<file path="src/rtl/sb_config_controller_if.sv">
// Configuration-port bundle between the fabric configuration master and the
// switch-box configuration controller.
interface sb_config_controller_if #(
    parameter int NUM_ELEM = 4,
    parameter int WORD_W   = 12
);
    logic                       cfg_start;
    logic                       cfg_abort;
    logic                       cfg_valid;
    logic                       cfg_ready;
    logic [WORD_W-1:0]          cfg_data;
    logic                       cfg_commit;
    logic                       sb_en;
    logic [NUM_ELEM*WORD_W-1:0] sb_c;
    logic                       busy;
    logic                       armed;
    logic                       done;
    logic                       err;

    modport master (
        output cfg_start, cfg_abort, cfg_valid, cfg_data, cfg_commit, sb_en,
        input  cfg_ready, sb_c, busy, armed, done, err
    );

    modport slave (
        input  cfg_start, cfg_abort, cfg_valid, cfg_data, cfg_commit, sb_en,
        output cfg_ready, sb_c, busy, armed, done, err
    );
endinterface

</file>
<file path="src/rtl/sb_config_controller.sv">
// Shadow/active configuration sequencer for a column of switch-box elements:
// words load into shadow registers, then a single commit cycle updates all gates.
module sb_config_controller #(
    parameter int NUM_ELEM = 4,
    parameter int WORD_W   = 12
) (
    input  logic                   clk,
    input  logic                   rst,
    sb_config_controller_if.slave  cfg
);
    localparam int CNT_W = (NUM_ELEM > 1) ? $clog2(NUM_ELEM) : 1;
    localparam logic [CNT_W-1:0] LAST = CNT_W'(NUM_ELEM - 1);

    typedef enum logic [1:0] {IDLE, LOAD, ARM, COMMIT} state_t;

    state_t                     state, state_nxt;
    logic [CNT_W-1:0]           count;
    logic [WORD_W-1:0]          shadow [NUM_ELEM];
    logic [NUM_ELEM*WORD_W-1:0] active;
    logic                       done_r, err_r;
    logic                       accept, violation;
    logic                       ready_c, busy_c, armed_c;

    // Abort wins over a same-cycle word, so an aborted word never lands in shadow.
    always_comb begin
        state_nxt = state;
        ready_c   = 1'b0;
        busy_c    = 1'b1;
        armed_c   = 1'b0;
        accept    = 1'b0;
        unique case (state)
            IDLE: begin
                busy_c = 1'b0;
                if (cfg.cfg_start) state_nxt = LOAD;
            end
            LOAD: begin
                ready_c = 1'b1;
                accept  = cfg.cfg_valid && !cfg.cfg_abort;
                if (cfg.cfg_abort)              state_nxt = IDLE;
                else if (accept && count == LAST) state_nxt = ARM;
            end
            ARM: begin
                armed_c = 1'b1;
                if (cfg.cfg_abort)       state_nxt = IDLE;
                else if (cfg.cfg_commit) state_nxt = COMMIT;
            end
            COMMIT: state_nxt = IDLE;
            default: state_nxt = IDLE;
        endcase
    end

    always_comb begin
        violation = (cfg.cfg_valid  && state != LOAD) ||
                    (cfg.cfg_commit && state != ARM)  ||
                    (cfg.cfg_start  && state != IDLE);
    end

    always_ff @(posedge clk or posedge rst) begin
        if (rst) begin
            state  <= IDLE;
            count  <= '0;
            done_r <= 1'b0;
            err_r  <= 1'b0;
        end else begin
            state  <= state_nxt;
            done_r <= (state == COMMIT);
            err_r  <= violation;
            if (state == IDLE && cfg.cfg_start)
                count <= '0;
            else if (accept && count != LAST)
                count <= count + 1'b1;
        end
    end

    always_ff @(posedge clk or posedge rst) begin
        if (rst) begin
            for (int i = 0; i < NUM_ELEM; i++) shadow[i] <= '0;
        end else begin
            for (int i = 0; i < NUM_ELEM; i++)
                if (accept && count == CNT_W'(i)) shadow[i] <= cfg.cfg_data;
        end
    end

    // Active registers change only in COMMIT, so sb_c updates together with done.
    always_ff @(posedge clk or posedge rst) begin
        if (rst) begin
            active <= '0;
        end else if (state == COMMIT) begin
            for (int i = 0; i < NUM_ELEM; i++)
                active[i*WORD_W +: WORD_W] <= shadow[i];
        end
    end

    assign cfg.cfg_ready = ready_c;
    assign cfg.busy      = busy_c;
    assign cfg.armed     = armed_c;
    assign cfg.done      = done_r;
    assign cfg.err       = err_r;
    assign cfg.sb_c      = cfg.sb_en ? active : '0;
endmodule

</file>
<file path="src/flat_wrapper.sv">
// flat-port wrapper written by rule: the top's interface ports become plain ports
module sb_config_controller_flat 
#(
    parameter int NUM_ELEM = 4,
    parameter int WORD_W   = 12
)
  (clk, rst, cfg_cfg_start, cfg_cfg_abort, cfg_cfg_valid, cfg_cfg_data, cfg_cfg_commit, cfg_sb_en, cfg_cfg_ready, cfg_sb_c, cfg_busy, cfg_armed, cfg_done, cfg_err);
  sb_config_controller_if #(.NUM_ELEM(NUM_ELEM), .WORD_W(WORD_W)) cfg_i ();
  input  logic clk;
  input  logic rst;
  input wire logic [$bits(cfg_i.cfg_start)-1:0] cfg_cfg_start;
  input wire logic [$bits(cfg_i.cfg_abort)-1:0] cfg_cfg_abort;
  input wire logic [$bits(cfg_i.cfg_valid)-1:0] cfg_cfg_valid;
  input wire logic [$bits(cfg_i.cfg_data)-1:0] cfg_cfg_data;
  input wire logic [$bits(cfg_i.cfg_commit)-1:0] cfg_cfg_commit;
  input wire logic [$bits(cfg_i.sb_en)-1:0] cfg_sb_en;
  output wire logic [$bits(cfg_i.cfg_ready)-1:0] cfg_cfg_ready;
  output wire logic [$bits(cfg_i.sb_c)-1:0] cfg_sb_c;
  output wire logic [$bits(cfg_i.busy)-1:0] cfg_busy;
  output wire logic [$bits(cfg_i.armed)-1:0] cfg_armed;
  output wire logic [$bits(cfg_i.done)-1:0] cfg_done;
  output wire logic [$bits(cfg_i.err)-1:0] cfg_err;
  assign cfg_i.cfg_start = cfg_cfg_start;
  assign cfg_i.cfg_abort = cfg_cfg_abort;
  assign cfg_i.cfg_valid = cfg_cfg_valid;
  assign cfg_i.cfg_data = cfg_cfg_data;
  assign cfg_i.cfg_commit = cfg_cfg_commit;
  assign cfg_i.sb_en = cfg_sb_en;
  assign cfg_cfg_ready = cfg_i.cfg_ready;
  assign cfg_sb_c = cfg_i.sb_c;
  assign cfg_busy = cfg_i.busy;
  assign cfg_armed = cfg_i.armed;
  assign cfg_done = cfg_i.done;
  assign cfg_err = cfg_i.err;
  sb_config_controller #(.NUM_ELEM(NUM_ELEM), .WORD_W(WORD_W)) u_core (.clk(clk), .rst(rst), .cfg(cfg_i));
endmodule
</file>
<file path="config.mk">
export PLATFORM = sky130hd
export DESIGN_NAME = sb_config_controller_flat
export DESIGN_NICKNAME = d
export VERILOG_FILES = /design/src/rtl/sb_config_controller_if.sv /design/src/rtl/sb_config_controller.sv /design/src/flat_wrapper.sv
export SDC_FILE = /design/constraint.sdc
export NUM_CORES = 1
export LEC_CHECK = 0
export ABC_AREA = 1
export CORE_MARGIN = 2
export CORE_UTILIZATION = 48
export DETAILED_ROUTE_END_ITERATION = 8
export PLACE_DENSITY_LB_ADDON = 0.12
export SLEW_MARGIN = 25
export SYNTH_ARGS = -nofsm -noshare
export SYNTH_HDL_FRONTEND = slang
export SYNTH_SLANG_ARGS = --single-unit
</file>
<file path="constraint.sdc">
create_clock -name clk -period 3.45 [get_ports clk]
set_input_delay 0.69 -clock clk [delete_from_list [all_inputs] [get_ports clk]]
set_output_delay 0.69 -clock clk [all_outputs]
set_load 0.005 [all_outputs]
</file>
After elaboration in Yosys (flattened, before gate mapping)

Cells that the tools add are included.
Widths: inputs -> output; s select.

Output and inout bits: 53
Bits in latches: 0
Memories kept: 0
Register bits: 102
ROM bits: 0
Memory bits (writable): 0
Logic and storage cells: 54

Eq/ne operators: 12
Add/sub/neg operators: 1
Multiplexer cells: 13
Shift operators: 0
$mul: 0
Order comparisons: 0
Bitwise gates (word level): 0
Reduce and logical (&&, ||, !) cells: 19
Divide/modulo/power cells: 0

Operator list:

| operator            | count |
|---|---|
| $mux 48             | 1 |
| $mux 2              | 7 |
| $logic_and 1x1->1   | 11 |
| $eq 2x2->1 const B  | 4 |
| $pmux 2 s4          | 1 |
| $ne 2x2->1 const B  | 3 |
| $eq 2x1->1 const B  | 2 |
| $logic_not 2->1     | 2 |
| $mux 1              | 4 |
| $reduce_bool 2->1   | 2 |
| $ne 3x2->1 const B  | 1 |
| $ne 3x3->1 const B  | 1 |
| $reduce_and 3->1    | 1 |
| $add 2x1->2 const B | 1 |
| $logic_or 1x1->1    | 2 |
| $ne 2x1->1 const B  | 1 |
| $logic_not 1->1     | 1 |

Logic depth before layout (Yosys ltp)

Gate-level depths: netlist (run 1).

Depth after elaboration: 6
Gate-level depth with buffers: 6
Gate-level depth less buffers: 6

Worst setup path after synthesis (run 1)

No wires, ideal clock.

Path type: input-to-output
Start: input cfg_sb_en
End: output cfg_sb_c[12]
Data required time: 2.760 ns
Slack: 1.492 ns
Path buffers: 2
Cell stages on the path: 4
Data arrival time: 1.268 ns
Path through: clkbuf_1 > buf_2 > nand2_1 > inv_1

Cells in the longest elaborated chain, start to end: 1

Ends and longest elaborated chain:

| element     | RTL line                   | source |
|---|---|---|
| from (decl) | flat_wrapper.sv:16         | `input wire logic [$bits(cfg_i.sb_en)-1:0] cfg_sb_en;` |
| $mux 48     | sb_config_controller.sv:99 | `assign cfg.sb_c = cfg.sb_en ? active : '0;` |
| to (decl)   | flat_wrapper.sv:18         | `output wire logic [$bits(cfg_i.sb_c)-1:0] cfg_sb_c;` |

Every way passes these cells.

Final worst setup path (run 1)

Start: input cfg_sb_en
End: output cfg_sb_c[35]

Same word-level chain as after synthesis.

==> results.txt, run 1 <==
Synth async-reset ratio: 1.00
CORE AREA: 8760 sq um
Setup clock skew after layout: 0.00804 ns
Nets: 607
Transition at the pin with the smallest max-transition slack: 0.837 ns
Core Rows: 34
Synthesized-area fraction occupied by adder cells: 0.0115
Net switching component of the power: 0.00142 W
Multiplexer fraction of the synthesized cell area: 0
Internal power: 0.00261 W
Number of distinct library cell variants in the gate-level netlist after synthesis: 20
End of the worst register-to-register path: u_core.active[29]
DIE AREA: 9880 sq um
Mapped Cells: 522
Library cell with the highest instance count after synthesis: sky130_fd_sc_hd__nand2_1
Total nets after synthesis: 545
Die Wd: 99.4 um
Critical path fanouts, max: 48
Drt drc: 0
Total GRT Usage: 0.193
CTS hold repair buffers: 0
Clk slew on worst S/H paths: 0.10 ns
Library cell used as clock root buffer: sky130_fd_sc_hd__clkbuf_8
Combinational Power Share: 0.325
Total negative slack for setup checks: 0 ns
Highest clock rate: 355 MHz
Number of antenna violations at the first check in global routing: 0
Top cells by count, synth: sky130_fd_sc_hd__nand2_1, sky130_fd_sc_hd__dfrtp_1, sky130_fd_sc_hd__inv_1, sky130_fd_sc_hd__o21ai_1, sky130_fd_sc_hd__buf_2
Final hold slack: 0.474 ns
Share of the core filled with cells in the final layout: 0.609
IO Count: 72
Total of cells resized after clock tree synthesis: 0
Port bufs: 71
Number of global-route vias before repair: 2999
Combinational family with the most area after synthesis: simple AND/OR/NAND/NOR gates
Post-DR wirelength/cell: 13.0 um
Total clock buffers created by CTS: 9
YS warnings: 0
CTS Sinks: 102
Number of setup buffers added after CTS: 0
Detail Placement HPWL: 5.85 mm
Via-to-Cell Ratio: 4.78
Arrival time of data at the critical path endpoint: 2.12 ns
Clock network fraction of design power: 0.180
Worst voltage drop across the vdd grid: 0.000542 V
GPL Wtd Cong: 0.787
Biggest area consumer among synthesized cells: sky130_fd_sc_hd__dfrtp_1
Part of the total power dissipated in sequential elements: 0.495
Power density over the cells: 755 nW/um^2
Max-slew violation count: 0
Register area share after synthesis: 0.584
CP startpoint kind: primary input
Run status: complete, no violations
PnR Total Power: 0.00403 W
Congestion Overflow GR: 0
Wire length of the first global-routing pass: 14.9 mm
Category of the most critical setup path: primary input to primary output
Max Root-Sink Buffers: 2
Xor and xnor area share after synthesis: 0
Clock tree from TritonCTS: built
Lkg Pwr: 3.01 nW
Minimum clock period after layout: 2.81 ns
Fraction of final layout cells sized beyond drive strength 1: 0.0526
Largest net degree at the start of global routing: 57
Simple-gate share of the synthesized area: 0.253
Setup repair after global routing missed its margin: no
Layout-stage area growth over the synthesis result: 22.1%
Count of flip-flops with a built-in enable after synthesis: 0
Category of the worst setup path capture point: primary output
Total number of vias: 3331
Main area contributors after synthesis: sky130_fd_sc_hd__dfrtp_1, sky130_fd_sc_hd__nand2_1, sky130_fd_sc_hd__inv_1
Switching portion of total power: 0.352
Cell area after placement: 5140 sq um
# setup viols final: 0
Iter 0 DRT Violations: 154
Average size of a mapped cell: 8.37 sq um
Total of flip-flops plus latches after synthesis: 102
Clk_lat worst skew: 0.36 ns
Number of hold violations in the final report: 0
Period utilization: 0.816
Class of the worst hold path: flop to flop
FF-to-FF setup slack: 1.93 ns
Number of search-and-repair iterations in the first detailed-routing pass: 4
R2R cell count: 4
Max capacitance violation total: 0
Synthesized cell area: 4370 sq um
Antenna cell count: 0
Die span in y: 99.4 um
Relative slew margins: 0.441
Most used DFF post-synth: sky130_fd_sc_hd__dfrtp_1
Total Wirelength: 9.06 mm
End point of the most critical hold path: u_core.active[33]
Depth of the worst hold-timing path: 2
Post-synth top area share: 0.584
Startpoint of the worst hold path: u_core.shadow[21]
Initial standard-cell utilization of the core: 0.499
Synth Area in Compound Gates: 0.0616
Antenna viol nets, final: 0
Worst reg2reg path startpoint: u_core.state[1]
# H-tree levels: 3
Post-route standard cell area excluding fillers: 5330 sq um
Data required time of the worst path: 2.76 ns
## power groups by stage
stage | combinational [W] | sequential, W | clock, W
6_report | 0.00131 | 0.00199 | 0.000724
5_1_grt | 0.00150 | 0.00206 | 0.000788
4_1_cts | 0.00133 | 0.00199 | 0.000741
3_5_place_dp | 0.00132 | 0.00202 | 0
3_3_place_gp | 0.00129 | 0.00200 | 0
2_1_floorplan | 0.000863 | 0.00195 | 0
## cells by family after synthesis
| group | count (synthesis) |
|---|---|
| and+or+nand+nor | 270 |
| buffers and inverters | 95 |
| DFF | 102 |
| AOI/OAI and AO/OA | 51 |
| adders and majority gates | 4 |
## placed cells by master, fill, tap and decap left out
cell and n:
sky130_fd_sc_hd__o21ai_1 46, sky130_fd_sc_hd__o21ai_0 1, sky130_fd_sc_hd__o221ai_1 1, sky130_fd_sc_hd__inv_4 1, sky130_fd_sc_hd__nand2_1 251, sky130_fd_sc_hd__o21ai_2 2
sky130_fd_sc_hd__clkinv_8 1, sky130_fd_sc_hd__inv_1 69, sky130_fd_sc_hd__inv_2 2, sky130_fd_sc_hd__clkinvlp_4 2, sky130_fd_sc_hd__clkbuf_8 9, sky130_fd_sc_hd__nand2_2 1
sky130_fd_sc_hd__inv_6 2, sky130_fd_sc_hd__dfrtp_1 102, sky130_fd_sc_hd__nor2_8 1, sky130_fd_sc_hd__ha_1 4, sky130_fd_sc_hd__clkdlybuf4s50_1 71, sky130_fd_sc_hd__nor2_1 5
sky130_fd_sc_hd__nand3_4 4, sky130_fd_sc_hd__nor2_4 1, sky130_fd_sc_hd__buf_12 2, sky130_fd_sc_hd__inv_8 1, sky130_fd_sc_hd__nand3_1 7, sky130_fd_sc_hd__buf_4 1
sky130_fd_sc_hd__clkinv_4 1, sky130_fd_sc_hd__o21bai_1 1
## critical path: stages
cell                              delay, ns
sky130_fd_sc_hd__clkdlybuf4s50_1       0.52
sky130_fd_sc_hd__buf_12                0.23
sky130_fd_sc_hd__nand2_1               0.11
sky130_fd_sc_hd__inv_1                 0.07
sky130_fd_sc_hd__clkdlybuf4s50_1       0.50
## worst max path at each step
| stage | depth (start not counted) | to | start |
|---|---|---|---|
| CTS | 5 | cfg_sb_c[37] | cfg_sb_en |
| global placement | 5 | cfg_sb_c[35] | cfg_sb_en |
| detailed placement | 5 | cfg_sb_c[37] | cfg_sb_en |
| global route | 5 | cfg_sb_c[37] | cfg_sb_en |
| finish | 5 | cfg_sb_c[35] | cfg_sb_en |
| floorplan | 1 | u_core.active[0] | rst |
## metrics by stage
step | std cells | setup slack (ns)
4_1_cts | 697 | 0.626
2_1_floorplan | 522 | 0.0845
3_5_place_dp | 681 | 0.638
6_report | 697 | 0.635
5_1_grt | 697 | 0.566
3_3_place_gp | 681 | 0.650
## layout make-up
| type | count | area (sq um) |
|---|---|---|
| inverter | 72 | 273 |
| sequential | 102 | 2550 |
| multi-input combinational | 325 | 1420 |
| tap | 108 | 135 |
| timing repair buffer | 74 | 758 |
| fill | 826 | 3430 |
| clock inverter | 7 | 68.8 |
| clock buffer | 9 | 124 |
## state kept, by name (all words and copies together) (netlist names)
register	cells
u_core.active	48
u_core.cfg.done	1
u_core.cfg.err	1
u_core.shadow	48
u_core.count	2
u_core.state	2
## metal layers
layer  part of all wire  global-route usage
met2               0.46               0.292
met3              0.057              0.0358
met1               0.47               0.286
met4              0.016              0.0580
met5                  0                   0
No activity file was read; power rests on OpenSTA's default activity.
==> run 2: changes to the inputs <==
==> constraint.sdc (replaced) <==
create_clock -name clk -period 2.3 [get_ports clk]
set_input_delay 0.46 -clock clk [delete_from_list [all_inputs] [get_ports clk]]
set_output_delay 0.46 -clock clk [all_outputs]
set_load 0.005 [all_outputs]
==> results.txt, run 2 (synthesized netlist as in run 1, its figures left out) <==
Wire length of the first global-routing pass: 15.8 mm
# H-tree levels: 3
Cell area after placement: 5180 sq um
Die Wd: 99.4 um
Critical path fanouts, max: 24
Category of the worst setup path capture point: primary output
Layout-stage area growth over the synthesis result: 24.0%
Category of the most critical setup path: primary input to primary output
Run status: complete, no violations
Number of placed cells counting well taps: 684
Last element of the critical path: cfg_sb_c[7]
FF-to-FF setup slack: 0.88 ns
Total GRT Usage: 0.205
Number of hold violations in the final report: 0
Detail Placement HPWL: 5.97 mm
Antenna cell count: 0
Clk slew on worst S/H paths: 0.10 ns
Max-slew violation count: 0
Iter 0 DRT Violations: 169
Max capacitance violation total: 0
Setup clock skew after layout: 0.0103 ns
Number of inserted filler cells in the final layout: 783
Congestion Overflow GR: 0
PnR Total Power: 0.00616 W
Worst reg2reg path startpoint: u_core.state[1]
Arrival time of data at the critical path endpoint: 1.72 ns
Regs by FF count: u_core.active x48, u_core.shadow x48
Max Root-Sink Buffers: 2
Final hold slack: 0.474 ns
Total Wirelength: 9.49 mm
GPL Wtd Cong: 0.789
Gate family responsible for the most delay along the worst path: buffers and inverters
Largest net degree at the start of global routing: 63
Delay of the slowest cell on the worst path: 0.48 ns
# setup viols final: 0
Period utilization: 0.946
Data required time of the worst path: 1.84 ns
CORE AREA: 8760 sq um
Most common cell after layout, fill and taps aside: sky130_fd_sc_hd__nand2_1
End of the worst register-to-register path: u_core.active[10]
CP startpoint kind: primary input
Drt drc: 0
Total number of vias: 3340
Setup repair after global routing missed its margin: no
Total clock buffers created by CTS: 9
Power density over the cells: 1140 nW/um^2
Number of search-and-repair iterations in the first detailed-routing pass: 4
IO Count: 72
Worst setup path startpoint: cfg_sb_en
Clock tree from TritonCTS: built
Number of buffer and inverter stages on the critical path: 4
Worst voltage drop across the vdd grid: 0.000542 V
Cell with the largest stage delay on the worst path: sky130_fd_sc_hd__clkdlybuf4s50_1
R2R cell count: 5
Port bufs: 71
Startpoint of the worst hold path: u_core.shadow[45]
Library cell used as clock root buffer: sky130_fd_sc_hd__clkbuf_8
Die span in y: 99.4 um
Post-route standard cell area excluding fillers: 5420 sq um
Post-DR wirelength/cell: 13.5 um
Clk_lat worst skew: 0.36 ns
Number of antenna violations at the first check in global routing: 0
Class of the worst hold path: flop to flop
Number of setup buffers added after CTS: 0
Relative slew margins: 0.651
Fraction of final layout cells sized beyond drive strength 1: 0.0590
DIE AREA: 9880 sq um
Crit path cell chain: dlygate4sd2_1, bufbuf_16, nand2_1, inv_1, clkdlybuf4s50_1
Total number of cells along the worst setup path: 5
Final std cells w/o fill: 701
Nets: 611
Number of global-route vias before repair: 3140
Initial standard-cell utilization of the core: 0.499
Via-to-Cell Ratio: 4.76
Transition at the pin with the smallest max-transition slack: 0.524 ns
Core Rows: 34
Highest clock rate: 459 MHz
CTS Sinks: 102
Most frequent cells in the layout: sky130_fd_sc_hd__nand2_1, sky130_fd_sc_hd__dfrtp_1, sky130_fd_sc_hd__clkdlybuf4s50_1
Antenna viol nets, final: 0
Minimum clock period after layout: 2.18 ns
Lkg Pwr: 3.05 nW
[run 2: layout make-up]
type	count	area [sq um]	area share
Timing Repair Buffer	78	825	0.152
Sequential cell	102	2550	0.471
Inverter	72	274	0.0506
Clock inverter	6	70.1	0.0129
Clock buffer	10	138	0.0254
Tap cell	108	135	0.0249
Multi-Input combinational cell	325	1420	0.263
[run 2: how the worst min path moves through the flow]
stage / endpoint / slack, ns / cells past startpoint
after floorplan: u_core.active[0] / 0.44 / 2
final: u_core.active[9] / 0.47 / 2
after global routing: u_core.active[33] / 0.49 / 2
after detailed placement: u_core.active[45] / 0.45 / 2
after global placement: u_core.active[33] / 0.45 / 2
after CTS: u_core.active[33] / 0.47 / 2
[run 2: power breakdown]
part	total [W]	internal, W	switching (W)
combinational	0.00199	0.000954	0.00104
sequential	0.00300	0.00256	0.000439
clock	0.00116	0.000540	0.000622
[run 2: layer usage]
| metal | up-vias | global-route usage | share of wire |
|---|---|---|---|
| met5 | - | 0 | 0 |
| met3 | 10 | 0.0302 | 0.042 |
| met2 | 77 | 0.317 | 0.46 |
| li1 | 1690 | - | - |
| met4 | 0 | 0.0569 | 0.012 |
| met1 | 1563 | 0.306 | 0.48 |
[run 2: tightest hold or removal path: cells and delay by family, from the launching register on]
family,cells,cell delay [ns]
AND/OR/NAND/NOR,2,0.09
flip-flops,1,0.36
[run 2: what timing repair did]
item | in CTS | in global routing
setup endpoints to repair | 12 | 0
gates resized for setup | 1 | 0
hold buffers | 0 | 0
[run 2: through the flow]
| stage | setup TNS [ns] | setup WS, ns | util |
|---|---|---|---|
| floorplan | 0 | 0.622 | - |
| global placement | -0.132 | -0.0335 | 0.591 |
| detailed placement | -0.121 | -0.0259 | 0.591 |
| CTS | 0 | 0.113 | 0.618 |
| global route | 0 | 0.0426 | 0.618 |
| finish | 0 | 0.124 | 0.618 |
